[config.mk]
export PLATFORM = sky130hd
export DESIGN_NAME = wt_mem_req_arbiter
export DESIGN_NICKNAME = d
export VERILOG_FILES = /design/src/rtl/wt_cache_pkg.sv /design/src/rtl/wt_tx_credit_cnt.sv /design/src/rtl/wt_mem_req_arbiter.sv
export SDC_FILE = /design/constraint.sdc
export NUM_CORES = 1
export LEC_CHECK = 0
export BUFFER_PORTS_ARGS = -buffer_cell sky130_fd_sc_hd__buf_2
export CAP_MARGIN = 0
export CORE_AREA = 2 2 157 159
export CTS_BUF_LIST = sky130_fd_sc_hd__clkbuf_4
export DETAILED_ROUTE_END_ITERATION = 7
export DIE_AREA = 0 0 159 161
export GPL_ROUTABILITY_DRIVEN = 1
export HOLD_SLACK_MARGIN = 0.1
export PLACE_DENSITY = 0.4
export SYNTH_ARGS = -nofsm -noshare
export SYNTH_HDL_FRONTEND = slang
export SYNTH_HIERARCHICAL = 1
export SYNTH_SLANG_ARGS = --single-unit
[constraint.sdc]
create_clock -name clk_i -period 3.15 [get_ports clk_i]
set_clock_uncertainty 0.15 [all_clocks]
set_input_delay 0.1575 -clock clk_i [delete_from_list [all_inputs] [get_ports clk_i]]
set_output_delay 0.1575 -clock clk_i [all_outputs]
set_load 0.05 [all_outputs]
[src/rtl/wt_cache_pkg.sv]
// Shared types for the write-through cache subsystem memory-side logic.
package wt_cache_pkg;

  // Source tag carried alongside every memory request and return.
  typedef enum logic {
    SRC_ICACHE = 1'b0,
    SRC_DCACHE = 1'b1
  } mem_src_e;

  // Memory request arbiter state: idle, or holding a grant for one source.
  typedef enum logic [1:0] {
    IDLE     = 2'd0,
    GRANT_IC = 2'd1,
    GRANT_DC = 2'd2
  } arb_state_e;

endpackage

[src/rtl/wt_tx_credit_cnt.sv]
// Outstanding-transaction counter for one cache source.
// Counts accepted requests up and returns down, never wrapping below zero.
module wt_tx_credit_cnt #(
  parameter int unsigned MaxOutstanding = 4,
  parameter int unsigned CntWidth       = $clog2(MaxOutstanding + 1)
) (
  input  logic                clk_i,
  input  logic                rst_i,
  input  logic                inc,
  input  logic                dec,
  output logic [CntWidth-1:0] count,
  output logic                full,
  output logic                empty,
  output logic                underflow
);

  logic [CntWidth-1:0] count_q;

  // Simultaneous inc and dec cancel; a lone dec at zero saturates and flags underflow.
  always_ff @(posedge clk_i) begin
    if (rst_i) begin
      count_q <= '0;
    end else if (inc && !dec) begin
      count_q <= count_q + 1'b1;
    end else if (dec && !inc && !empty) begin
      count_q <= count_q - 1'b1;
    end
  end

  assign count     = count_q;
  assign empty     = (count_q == '0);
  assign full      = (count_q == CntWidth'(MaxOutstanding));
  assign underflow = dec && !inc && empty;

endmodule

[src/rtl/wt_mem_req_arbiter.sv]
// Round-robin arbiter sharing the memory request channel between the
// icache and dcache, with per-source in-flight limits and return steering.
module wt_mem_req_arbiter
  import wt_cache_pkg::*;
#(
  parameter int unsigned PayloadWidth   = 128,
  parameter int unsigned MaxOutstanding = 4
) (
  input  logic                    clk_i,
  input  logic                    rst_i,
  input  logic                    ic_req_i,
  input  logic [PayloadWidth-1:0] ic_payload_i,
  output logic                    ic_ack_o,
  input  logic                    dc_req_i,
  input  logic [PayloadWidth-1:0] dc_payload_i,
  output logic                    dc_ack_o,
  output logic                    mem_req_o,
  output logic [PayloadWidth-1:0] mem_payload_o,
  output logic                    mem_src_o,
  input  logic                    mem_ack_i,
  input  logic                    mem_rtrn_vld_i,
  input  logic                    mem_rtrn_src_i,
  output logic                    ic_rtrn_vld_o,
  output logic                    dc_rtrn_vld_o,
  input  logic                    stall_i,
  output logic                    busy_o,
  output logic                    err_o
);

  localparam int unsigned CntWidth = $clog2(MaxOutstanding + 1);

  arb_state_e          state_q, state_d;
  mem_src_e            prio_q, prio_d;
  logic                err_q;
  logic                ic_inc, dc_inc;
  logic                ic_full, dc_full, ic_empty, dc_empty;
  logic                ic_underflow, dc_underflow;
  logic [CntWidth-1:0] ic_cnt, dc_cnt;
  logic                ic_elig, dc_elig;

  assign ic_rtrn_vld_o = mem_rtrn_vld_i && !mem_rtrn_src_i;
  assign dc_rtrn_vld_o = mem_rtrn_vld_i && mem_rtrn_src_i;

  assign ic_elig = ic_req_i && !ic_full && !stall_i;
  assign dc_elig = dc_req_i && !dc_full && !stall_i;

  wt_tx_credit_cnt #(
    .MaxOutstanding(MaxOutstanding),
    .CntWidth      (CntWidth)
  ) u_ic_cnt (
    .clk_i    (clk_i),
    .rst_i    (rst_i),
    .inc      (ic_inc),
    .dec      (ic_rtrn_vld_o),
    .count    (ic_cnt),
    .full     (ic_full),
    .empty    (ic_empty),
    .underflow(ic_underflow)
  );

  wt_tx_credit_cnt #(
    .MaxOutstanding(MaxOutstanding),
    .CntWidth      (CntWidth)
  ) u_dc_cnt (
    .clk_i    (clk_i),
    .rst_i    (rst_i),
    .inc      (dc_inc),
    .dec      (dc_rtrn_vld_o),
    .count    (dc_cnt),
    .full     (dc_full),
    .empty    (dc_empty),
    .underflow(dc_underflow)
  );

  // State, priority pointer and sticky error registers.
  always_ff @(posedge clk_i) begin
    if (rst_i) begin
      state_q <= IDLE;
      prio_q  <= SRC_ICACHE;
      err_q   <= 1'b0;
    end else begin
      state_q <= state_d;
      prio_q  <= prio_d;
      if (ic_underflow || dc_underflow) begin
        err_q <= 1'b1;
      end
    end
  end

  // Grant selection and the request channel mux driven by the active grant.
  always_comb begin
    state_d       = state_q;
    prio_d        = prio_q;
    mem_req_o     = 1'b0;
    mem_src_o     = 1'b0;
    mem_payload_o = '0;
    ic_ack_o      = 1'b0;
    dc_ack_o      = 1'b0;
    ic_inc        = 1'b0;
    dc_inc        = 1'b0;
    unique case (state_q)
      IDLE: begin
        if (ic_elig && (!dc_elig || prio_q == SRC_ICACHE)) begin
          state_d = GRANT_IC;
        end else if (dc_elig) begin
          state_d = GRANT_DC;
        end
      end
      GRANT_IC: begin
        mem_req_o     = 1'b1;
        mem_src_o     = SRC_ICACHE;
        mem_payload_o = ic_payload_i;
        ic_ack_o      = mem_ack_i;
        if (mem_ack_i) begin
          ic_inc  = 1'b1;
          prio_d  = SRC_DCACHE;
          state_d = IDLE;
        end
      end
      GRANT_DC: begin
        mem_req_o     = 1'b1;
        mem_src_o     = SRC_DCACHE;
        mem_payload_o = dc_payload_i;
        dc_ack_o      = mem_ack_i;
        if (mem_ack_i) begin
          dc_inc  = 1'b1;
          prio_d  = SRC_ICACHE;
          state_d = IDLE;
        end
      end
      default: begin
        state_d = IDLE;
      end
    endcase
  end

  assign busy_o = (state_q != IDLE) || !ic_empty || !dc_empty;
  assign err_o  = err_q;

endmodule

Word level (Yosys, flattened, before mapping)
Index checks and enable logic that the tools add are counted.
{"block": "totals", "reg_bits": 10, "in_bits": 264, "out_inout_bits": 136, "wordCells": 77}
{"block": "classes", "n_addsub": 4, "n_eq_ne": 8, "mux": 19, "bitwise": 1, "n_reduce_logical": 40}
{"op": "128-bit one-hot mux with 2 select lines", "count": 1}
{"op": "1-bit logical AND", "count": 15}
{"op": "3-bit two-way mux", "count": 4}
{"op": "1-bit logical NOT", "count": 11}
{"op": "1-bit two-way mux", "count": 9}
{"op": "2-bit nonzero test", "count": 4}
{"op": "3-bit by 1-bit adder with 3-bit output (second input constant)", "count": 2}
{"op": "3-bit == test (second input constant)", "count": 2}
{"op": "3-bit logical NOT", "count": 2}
{"op": "2-bit two-way mux", "count": 3}
{"op": "3-bit by 1-bit subtractor with 3-bit output (second input constant)", "count": 2}
{"op": "1-bit logical OR", "count": 4}
{"op": "2-bit inequality test (second input constant)", "count": 2}
{"op": "2-bit one-hot mux with 2 select lines", "count": 1}
{"op": "3-bit inequality test (second input constant)", "count": 1}
{"op": "3-bit AND reduction", "count": 1}
{"op": "2-bit by 1-bit == test with 1-bit output (second input constant)", "count": 1}
{"op": "2-bit == test (second input constant)", "count": 1}
{"op": "2-bit logical NOT", "count": 1}
{"op": "2-bit by 1-bit inequality test with 1-bit output (second input constant)", "count": 1}
{"op": "1-bit one-hot mux with 2 select lines", "count": 1}
{"op": "2-bit AND reduction", "count": 1}
{"op": "2-bit OR reduction", "count": 1}
{"op": "1-bit NOT", "count": 1}

Logic depth before layout (Yosys ltp)
Gate-level depths: netlist (run 1).
{"block": "depth", "ltp_word": 9, "ltp_mapped": 10, "depth_no_buf": 8}

Cells and area by module
The synthesis (run 1) kept the hierarchy.
{"mod": "wt_mem_req_arbiter", "instances": 1, "cells_per_inst": 328, "area_each_um2": 2193.4, "seq_area_each_um2": 80.1}
{"mod": "wt_tx_credit_cnt", "instances": 2, "cells_per_inst": 23, "area_each_um2": 205.2, "seq_area_each_um2": 60.1}

Worst setup path after synthesis (run 1)
No wires, ideal clock.
{"block": "synth_path", "path_type": "reg-to-reg", "from": "register state_q[0]", "to": "register u_dc_cnt.count_q[2] (netlist: u_dc_cnt/count[2])", "setup_ns": 0.086, "arrival_time_ns": 3.311, "required_time_ns": 2.914, "slack_ns": -0.397, "stages_incl_launch_ff": 11, "synth_period_minus_slack_ns": 3.547, "path_cell_list": "dfxtp_1 inv_1 ha_1 clkbuf_1 buf_2 and2_1 nor2b_1 inv_1 fa_1 or3_1 a221oi_2"}
{"block": "synth_between", "elab_chain_cells": 6, "word_cells_on_any_way": 8, "classes_between": "eq/ne: 1; mux: 2; reduce/logical: 5"}
{"element": "start: declaration", "line": "wt_mem_req_arbiter.sv:32", "text": "arb_state_e state_q, state_d;"}
{"element": "start signal: assignment", "line": "wt_mem_req_arbiter.sv:82", "text": "state_q <= state_d;"}
{"element": "2-bit == test (*)", "line": "wt_mem_req_arbiter.sv:101", "text": "unique case (state_q)"}
{"element": "1-bit two-way mux (*)", "line": "wt_mem_req_arbiter.sv:101"}
{"element": "1-bit logical NOT", "line": "wt_tx_credit_cnt.sv:25", "text": "end else if (dec && !inc && !empty) begin"}
{"element": "1-bit logical AND (2 in series)", "line": "wt_tx_credit_cnt.sv:25"}
{"element": "2-bit nonzero test (no line)"}
{"element": "end signal: assignment", "line": "wt_tx_credit_cnt.sv:24", "text": "count_q <= count_q + 1'b1;"}
{"element": "end signal: assignment", "line": "wt_tx_credit_cnt.sv:26", "text": "count_q <= count_q - 1'b1;"}
{"element": "end: declaration", "line": "wt_tx_credit_cnt.sv:17", "text": "logic [CntWidth-1:0] count_q;"}
Mark *: on every way between the ends. The rest lies on a longest branch, timed or not.
A chain may end at the register's enable or synchronous reset.

Worst setup path after layout (run 1)
{"block": "layout_path", "from": "register state_q[0]", "to": "register state_q[1]"}
{"block": "layout_between", "elab_chain_cells": 4, "word_cells_on_any_way": 8, "classes_between": "eq/ne: 4; mux: 1; reduce/logical: 3"}
{"element": "2-bit == test or 2-bit by 1-bit == test with 1-bit output (tied branches)", "line": "wt_mem_req_arbiter.sv:101"}
{"element": "2-bit OR reduction (no line)"}
{"element": "2-bit by 1-bit inequality test with 1-bit output (no line)"}
{"element": "2-bit AND reduction (no line)"}
Several ways; a longest one is shown, not always the timed one.

==> impl_results.md, run 1 <==
- Master of the slowest instance on the critical path: dlygate4sd3_1
- Data required time at the worst endpoint: 3.21 ns
- Dpl hpwl: 11.0 mm
- Slew Limit Fails: 0
- Slew at the pin closest to its max-slew limit: 0.755 ns
- Drc violations: 0
- CTS buffer count: 3
- Post-Syn Instances: 374
- Routed wire length per instance: 13.2 um
- Overall global routing resource usage: 9.66%
- Number of global-route vias before repair: 4045
- Worst min path class: input port to register
- Crit Path Category: register to register
- Static Leak: 0.00233 uW
- Average cell area after synthesis: 6.96 um2
- Via count: 4227
- Post-Route Setup TNS: 0 ns
- Synthesized flop and latch total: 10
- Highest attainable clock frequency: 373 MHz
- Max-cap check violation count: 0
- Number of placed I/O pins: 400
- Syn_nets: 643
- TritonCTS clock tree: built
- Total global routing overflow: 0
- DRC violation total after the first TritonRoute iteration: 256
- Remaining max-slew budget at the tightest pin: 49.6%
- First-pass DRT Iterations: 4
- Number of library cell types mapped by synthesis: 30
- Rows: 57
- First-pass GRT wire length: 20.8 mm
- H-tree depth reported by CTS: 1
- Synthesis Warnings: 6
- Area added between synthesis and finish: 91.6%
- Final Hold Violating Endpoints: 0
- Antenna diode count: 0
- Die Outline Area: 25600 um2
- Proportion of synthesized area in mux cells: 0.769%
- CTS Buffer Depth: 2
- Initial cell density of the core: 10.9%
- Finished Cell Area: 4990 um2
- Peak fanout along the critical path: 62
- Largest family of logic cells by synthesized area: compound AO/OA/AOI/OAI gates
- Source-to-sink clock delay at the later pin of the worst-skew pair: 0.26 ns
- Endpoint kind of the worst setup timing path: register
- Setup repair after global routing missed its margin: false
- Core area: 24000 um2
- Instance area after placement: 4930 um2
- Horizontal die dimension: 159 um
- Post-synthesis sequential area ratio: 7.69%
- Period utilization: 85.2%
- Gp weighted congestion: 0.746
- Detailed-route vias per instance: 3.97
- Xor and xnor fraction of the mapped netlist area: 0%
- Simple-gate area share of the yosys netlist: 38.9%
- Number of antenna violations at the first check in global routing: 0
- Register clock-pin slew on the reported worst setup and hold paths: 0.07 ns
- Fraction of the mapped netlist area in adder cells: 2.98%
- Post-detailed-route count of antenna-violating nets: 0
- Largest net degree at the start of global routing: 130
- Category of the worst setup path launch point: register
- Compound-Gate Fraction of Synth Area: 41.6%
- Asr flop ratio synth: 0%
- Cell type group with the largest total delay on the critical path: buffers and inverters
- Cell Chain, Critical Path: inv_1 > ha_4 > nor2b_1 > or4_1 > a221oi_1 > dlygate4sd3_1
- Fraction of final layout cells with drive strength greater than 1: 56.0%
- Worst endpoint data arrival time: 2.74 ns
- Number of nets in the layout: 1012
- Detailed Route WL: 14.1 mm
- Synthesized area: 2600 um2
- Time the worst path needs with I/O delays and setup: 2.68 ns
- TritonCTS Sinks: 10
- Peak per-stage delay on the critical path: 0.58 ns
- Commonest register cell after synthesis: dfxtp_1
- CP bufs+invs: 2
- Power density normalized to cell area: 250 nW/um2
- Run status: completed
- Root buf cell: clkbuf_4
- Worst vdd rail ir drop: 0.000123 V
- Port bufs: 399
- Die Height: 161 um
- Setup-violating endpoint count in the final report: 0
- Number of enable-type register cells in the synthesized netlist: 0
- CTS resizes: 0
## tightest hold or removal path: cells and delay by family
kind                   cells  cell delay (ns)
AOI/OAI and AO/OA          2             0.26
buffers and inverters      1             0.09
## cell usage after synthesis, drive strengths merged (3+ instances only)
master | number | area [um2]
nor2b | 134 | 838
dfxtp | 10 | 200
clkbuf | 25 | 93.8
a211oi | 3 | 22.5
ha | 3 | 37.5
a221oi | 3 | 38.8
a22oi | 128 | 961
nand3 | 5 | 25.0
nor3 | 4 | 20.0
buf | 17 | 85.1
or3 | 4 | 35.0
a21oi | 3 | 15.0
nor2 | 5 | 18.8
and2 | 3 | 18.8
inv | 8 | 30.0
## report_power, final
group,switching (uW),internal [uW]
logic,613,395
registers,13.5,138
clock network,45.3,44.1
## stage by stage
stage | std cells | hold WS, ns | total power [uW] | worst slack [ns] | utilization, %
2_1_floorplan | 374 | 0.0737 | 825 | 0.0318 | -
3_3_place_gp | 1058 | 0.315 | 1170 | 0.635 | 20.6
3_5_place_dp | 1058 | 0.326 | 1160 | 0.637 | 20.6
4_1_cts | 1065 | 0.137 | 1260 | 0.419 | 20.8
5_1_grt | 1065 | 0.162 | 1340 | 0.282 | 20.8
6_report | 1065 | 0.141 | 1250 | 0.466 | 20.8
## sequential cells by signal, indices dropped and copies added, names as in the netlist
register / count
u_dc_cnt/count: 3
state_q: 2
prio_q: 1
u_ic_cnt/count: 3
err_o: 1
## placed cells by master (no fill, tap or decap), drive strengths merged, types with 2 or more instances in the layout
master and count:
a211oi 3, a21boi 2, a21oi 3, a221oi 3
a22oi 128, a31oi 2, and2 3, buf 402
clkbuf 3, dfxtp 10, dlygate4sd3 4, fa 2
ha 3, inv 8, mux2i 2, nand2 2
nand2b 2, nand3 5, nor2 5, nor2b 134
nor3 4, nor3b 2, or3 4
## cell type report
cell class | instances | area, um2
timing repair buffer | 406 | 2100
multi-input combinational | 314 | 2230
tap | 324 | 405
sequential | 10 | 200
clock buffer | 3 | 22.5
inverter | 8 | 30.0
fill | 2764 | 19000
## layer usage
metal  GRT usage [%]  wire [um]  vias up
li1                -          -     2126
met1            12.3       5870     1880
met2            17.5       7120      209
met3            1.36        922       12
met4            1.57        165        0
met5               0          0        -
## final timing paths
check / slack, ns / cells after the start / startpoint / end
worst max-delay path: 0.47 / 6 / state_q[0] / state_q[1]
worst max register to register: 0.47 / 6 / state_q[0] / state_q[1]
worst min register to register: 0.33 / 2 / err_o / err_o
worst min-delay path: 0.14 / 3 / stall_i / state_q[0]
## cell families (layout without fill, tap and decap cells)
family	count (synthesis)	count (layout)
AOI/OAI and AO/OA	143	143
buffers and inverters	50	417
adders and majority gates	5	5
and+or+nand+nor	164	164
DFF	10	10
muxes	2	2
## what timing repair did
item	CTS	global route
buffers inserted	0	0
hold buffers	4	0
endpoints found under the hold margin	7	0
No activity file was read; power rests on OpenSTA's default activity.
==> run 2, diff against run 1 <==
Settings changed: ABC_AREA from default to 1, CORE_AREA 2 2 157 159 to 2 2 155 157, DIE_AREA 0 0 159 161 to 0 0 157 159.
Clock period 3.15 ns to 3.1 ns, I/O delays scaled along.
==> run 2 against run 1 <==
Net effect: via count is 10% higher; worst hold slack better by 0.028 ns; synthesized cell count is 41% higher; sequential share of layout area is 0.12 points higher; combinational power is 12% lower; setup slack better by 0.10 ns; power is 9.2% lower; register-to-register slack better by 0.11 ns; final area is 2.9% lower; first-iteration DRC count is 29% higher; global-route usage is 1.5 points higher; clock power is 5.0% higher; largest cell class is now non-clock buffers.
==> impl_results.md, run 2 <==
- Detailed Route WL: 15.6 mm
- Synthesis Warnings: 6
- CP bufs+invs: 4
- Crit Path Category: register to primary output
- Detailed-route vias per instance: 3.83
- Data required time at the worst endpoint: 2.79 ns
- Fraction of final layout cells with drive strength greater than 1: 47.4%
- Source-to-sink clock delay at the later pin of the worst-skew pair: 0.27 ns
- Area added between synthesis and finish: 85.4%
- Post-Route Setup TNS: 0 ns
- Most area-consuming cells after synthesis: nand2_1, a21oi_1, buf_6
- Overall global routing resource usage: 11.2%
- Rows: 56
- Area leader, netlist: nand2_1
- Number of library cell types mapped by synthesis: 19
- Fill cell total of the finished layout: 2775
- Largest net degree at the start of global routing: 72
- Die Height: 159 um
- Peak fanout along the critical path: 52
- Slew Limit Fails: 0
- Finished Cell Area: 4850 um2
- Post-synthesis sequential area ratio: 7.66%
- Average cell area after synthesis: 4.95 um2
- Fraction of the mapped netlist area in adder cells: 2.97%
- Setup-violating endpoint count in the final report: 0
- Max-cap check violation count: 0
- DRC violation total after the first TritonRoute iteration: 331
- Largest family of logic cells by synthesized area: simple AND/OR/NAND/NOR gates
- Gp weighted congestion: 0.782
- Power density normalized to cell area: 234 nW/um2
- Most frequent cell after synthesis: nand2_1
- CTS resizes: 0
- Routed wire length per instance: 12.8 um
- Static Leak: 0.00243 uW
- Number of placed I/O pins: 400
- Syn_nets: 797
- Number of global-route vias before repair: 4368
- TritonCTS Sinks: 10
- Synthesized area: 2610 um2
- Asr flop ratio synth: 0%
- Simple-gate area share of the yosys netlist: 46.5%
- Antenna diode count: 0
- Die Outline Area: 25000 um2
- Slew at the pin closest to its max-slew limit: 0.617 ns
- Setup repair after global routing missed its margin: false
- TritonCTS clock tree: built
- Fraction of synthesized cell area taken by the top area cell type: 39.1%
- Total global routing overflow: 0
- First-pass GRT wire length: 22.7 mm
- Peak per-stage delay on the critical path: 0.42 ns
- Worst endpoint data arrival time: 2.23 ns
- Master of the slowest instance on the critical path: inv_4
- Proportion of synthesized area in mux cells: 0%
- Root buf cell: clkbuf_4
- Post-route worst setup slack: 0.569 ns
- Initial cell density of the core: 11.3%
- Xor and xnor fraction of the mapped netlist area: 0%
- Register clock-pin slew on the reported worst setup and hold paths: 0.07 ns
- Remaining max-slew budget at the tightest pin: 58.9%
- Compound-Gate Fraction of Synth Area: 26.4%
- H-tree depth reported by CTS: 1
- Post-detailed-route count of antenna-violating nets: 0
- Instance area after placement: 4780 um2
- Period utilization: 81.6%
- Multi-input gate area in the final layout: 2010 um2
- Horizontal die dimension: 157 um
- Run status: completed
- Final Hold Violating Endpoints: 0
- Cell Chain, Critical Path: inv_1 > ha_1 > inv_4 > buf_12 > a21oi_1 > buf_2
- First-pass DRT Iterations: 7
- CTS Buffer Depth: 2
- Highest-count cells in the layout ignoring fill and taps: buf_2, nand2_1, a21oi_1
- Drc violations: 0
- Highest attainable clock frequency: 395 MHz
- Dpl hpwl: 12.6 mm
- Storage cell area: 200 um2
- Worst vdd rail ir drop: 0.000140 V
- Commonest register cell after synthesis: dfxtp_1
- Core area: 23200 um2
- Cell type group with the largest total delay on the critical path: buffers and inverters
- Setup slack after placement: 0.844 ns
- Top cells by count, synth: nand2_1, a21oi_1, buf_6, inv_1, buf_2
- Post-Syn Instances: 528
- Number of nets in the layout: 1170
- Number of antenna violations at the first check in global routing: 1
- Worst min path class: input port to register
- Port bufs: 399
- Synthesized flop and latch total: 10
- Number of enable-type register cells in the synthesized netlist: 0
- Category of the worst setup path launch point: register
- CTS buffer count: 3
- Via count: 4663
- Endpoint kind of the worst setup timing path: primary output
- Time the worst path needs with I/O delays and setup: 2.53 ns
- Commonest non-fill, non-tap cell in the layout: buf_2
[run 2: cell count changes in the layout (fill, tap and decap cells not counted), moves of 3 or more]
| cell | change |
|---|---|
| nor2_2 | +4 |
| nand2_1 | +270 |
| nor2b_1 | -134 |
| a21oi_1 | +133 |
| a211oi_1 | -3 |
| nand3_1 | +7 |
| inv_1 | +12 |
| a22oi_1 | -128 |
| buf_4 | +4 |
| nor2_1 | +4 |
| nand2_2 | +6 |
[run 2: worst paths after layout]
check	slack, ns	cells past startpoint	from	endpoint
max reg2reg	0.58	9	state_q[1]	state_q[0]
min reg2reg	0.34	2	err_o	err_o
min	0.17	5	dc_req_i	state_q[1]
max	0.57	6	state_q[1]	mem_payload_o[7]
[run 2: metrics by stage]
step                total power, uW  hold slack [ns]  cells  util (%)
floorplan                       754           0.0741    528         -
global placement               1050            0.325   1211      20.6
detailed placement             1050            0.323   1211      20.6
CTS                            1150            0.167   1218      20.9
global route                   1230            0.238   1218      20.9
finish                         1130            0.169   1218      20.9
[run 2: layout make-up]
class                   instances  share of cell area (%)
well taps                     319                    8.23
repair buffers                410                    43.9
inverters                      23                    1.83
multi-input cells             453                    41.5
flip-flops and latches         10                    4.13
clock buffers                   3                   0.465
[run 2: cell families (layout without fill, tap and decap cells)]
group / Yosys count / in the layout
simple gates: 310 / 310
buf+inv: 65 / 436
fa+ha+maj: 5 / 5
compound gates: 138 / 138
flops: 10 / 10
[run 2: worst register-to-register path, cell delays in order (launching register included)]
cell	delay (ns)
dfxtp_1	0.40
inv_1	0.11
ha_1	0.34
inv_4	0.42
nor2_1	0.11
nor2_1	0.16
nor2_1	0.06
nand2_1	0.06
a21oi_1	0.05
dlygate4sd3_1	0.55
[run 2: metal layers]
layer / wire length (um) / up-vias / track usage (%) / share of wire, %
met5: 13 / - / 0 / 0.083
met4: 98 / 2 / 1.13 / 0.63
met1: 6210 / 2002 / 12.7 / 40
met3: 1180 / 10 / 1.44 / 7.6
li1: - / 2424 / - / -
met2: 8090 / 225 / 22.4 / 52
[run 2: what timing repair did]
action	CTS	global route
setup buffers	0	0
hold buffers	4	0
hold endpoints to repair	7	0
[run 2: report_power, final]
group          leakage, uW  total [uW]  switching [uW]  internal [uW]
Sequential       0.0000815         154            13.2            141
Combinational      0.00233         887             614            273
Clock            0.0000138        93.9            48.8           45.0
==> run 3, diff against run 2 <==
Settings changed: ABC_AREA 1 to 0, CORE_AREA 2 2 155 157 to 2 2 156 158, DIE_AREA 0 0 157 159 to 0 0 158 160, PLACE_DENSITY 0.4 to 0.41.
Clock period 3.1 ns to 2.22 ns, I/O delays scaled along.
==> run 3 against run 2 <==
Net effect: global-route usage fell by 0.42 points; wire length rose by 2.6%; critical endpoint is now u_dc_cnt/count[2]; combinational power rose by 110%; sequential share of layout area fell by 0.88 points; worst hold slack barely moved.
==> impl_results.md, run 3 (same netlist as run 1, synthesis figures left out) <==
- Die Height: 160 um
- Category of the worst setup path launch point: register
- Fraction of final layout cells with drive strength greater than 1: 75.4%
- Highest-count cells in the layout ignoring fill and taps: buf_2, a22oi_1, nor2b_4
- Endpoint kind of the worst setup timing path: register
- Detailed-route vias per instance: 4.11
- First-pass GRT wire length: 21.6 mm
- Commonest non-fill, non-tap cell in the layout: buf_2
- Finished Cell Area: 6310 um2
- Number of antenna violations at the first check in global routing: 0
- Overall global routing resource usage: 10.8%
- TritonCTS Sinks: 10
- Register clock-pin slew on the reported worst setup and hold paths: 0.08 ns
- Gp weighted congestion: 0.734
- CTS Buffer Depth: 2
- Run status: completed
- Internal reg-to-reg setup slack: 0.02 ns
- Via count: 4439
- H-tree depth reported by CTS: 1
- Setup-violating endpoint count in the final report: 0
- Detailed Route WL: 16.0 mm
- Area added between synthesis and finish: 142%
- Initial cell density of the core: 10.9%
- Peak fanout along the critical path: 4
- Remaining max-slew budget at the tightest pin: 72.9%
- Number of global-route vias before repair: 4146
- Time the worst path needs with I/O delays and setup: 2.20 ns
- Max-cap check violation count: 0
- Number of placed I/O pins: 400
- Worst endpoint data arrival time: 2.23 ns
- Setup repair after global routing missed its margin: true
- Antenna diode count: 0
- Source-to-sink clock delay at the later pin of the worst-skew pair: 0.27 ns
- Utilization after layout: 26.5%
- Dpl hpwl: 12.0 mm
- Highest attainable clock frequency: 455 MHz
- Number of nets in the layout: 1027
- Die Outline Area: 25300 um2
- Port bufs: 399
- Root buf cell: clkbuf_4
- Post-route worst setup slack: 0.0240 ns
- Routed wire length per instance: 14.8 um
- DRC violation total after the first TritonRoute iteration: 220
- Slew Limit Fails: 0
- First-pass DRT Iterations: 5
- Final Hold Violating Endpoints: 0
- Horizontal die dimension: 158 um
- Power density normalized to cell area: 358 nW/um2
- Total global routing overflow: 0
- Period utilization: 98.9%
- Instance area after placement: 5820 um2
- Drc violations: 0
- Instance count after placement with tap cells included: 1067
- Worst vdd rail ir drop: 0.000134 V
- Data required time at the worst endpoint: 2.25 ns
- Setup slack after placement: 0.0252 ns
- Crit Path Category: register to register
- Static Leak: 0.00258 uW
- Slew at the pin closest to its max-slew limit: 0.406 ns
- Post-detailed-route count of antenna-violating nets: 0
- CTS buffer count: 3
- Worst min path class: input port to register
- Largest net degree at the start of global routing: 72
- Core area: 23800 um2
- Rows: 57
- TritonCTS clock tree: built
- Non-filler instance count after layout: 1081
## run 3: worst paths after layout
kind,cells after the start,start,to
max,8,state_q[0],u_dc_cnt/count[2]
min,4,ic_req_i,state_q[0]
max reg2reg,8,state_q[0],u_dc_cnt/count[2]
min reg2reg,2,err_o,err_o
## run 3: worst max-delay path, cell delays in order, from the launching register on
cell and delay [ns]:
dfxtp_4 0.37, inv_4 0.07, ha_4 0.18, and2_4 0.16
nor2b_4 0.15, inv_2 0.06, fa_2 0.36, or3_4 0.40
a221oi_2 0.20
## run 3: area by class of cell
type	count	area, um2
tap	324	405
sequential	10	205
inverter	8	32.5
clock inverter	1	3.75
clock buffer	3	22.5
fill	2650	17500
timing repair buffer	421	2600
multi-input combinational	314	3040
## run 3: per-stage QoR
stage	setup TNS (ns)	hold slack [ns]	power, uW
after floorplan	-2.04	0.0263	1490
after detailed placement	0	0.297	1990
after global routing	-0.0555	0.176	2400
after global placement	0	0.299	2000
final	0	0.168	2260
after CTS	-0.00863	0.153	2230
## run 3: what timing repair did
item / 4_1_cts / 5_1_grt
pin swaps: 1 / 1
hold buffers: 4 / 0
resized for setup: 55 / 72
hold endpoints to repair: 10 / 0
gates cloned: 2 / 1
setup buffers: 2 / 1
setup endpoints to repair: 79 / 89
## run 3: metal layers
layer	vias to the layer above	track usage [%]	wire, um
met5	-	0	0
met3	6	1.00	1220
met1	2032	12.3	6310
met4	0	1.15	68
met2	245	21.7	8410
li1	2156	-	-
## run 3: power by group
part	internal (uW)	switching (uW)	total, uW
logic	874	1030	1900
registers	196	21.5	218
clock network	64.9	72.3	137
total	1130	1120	2260
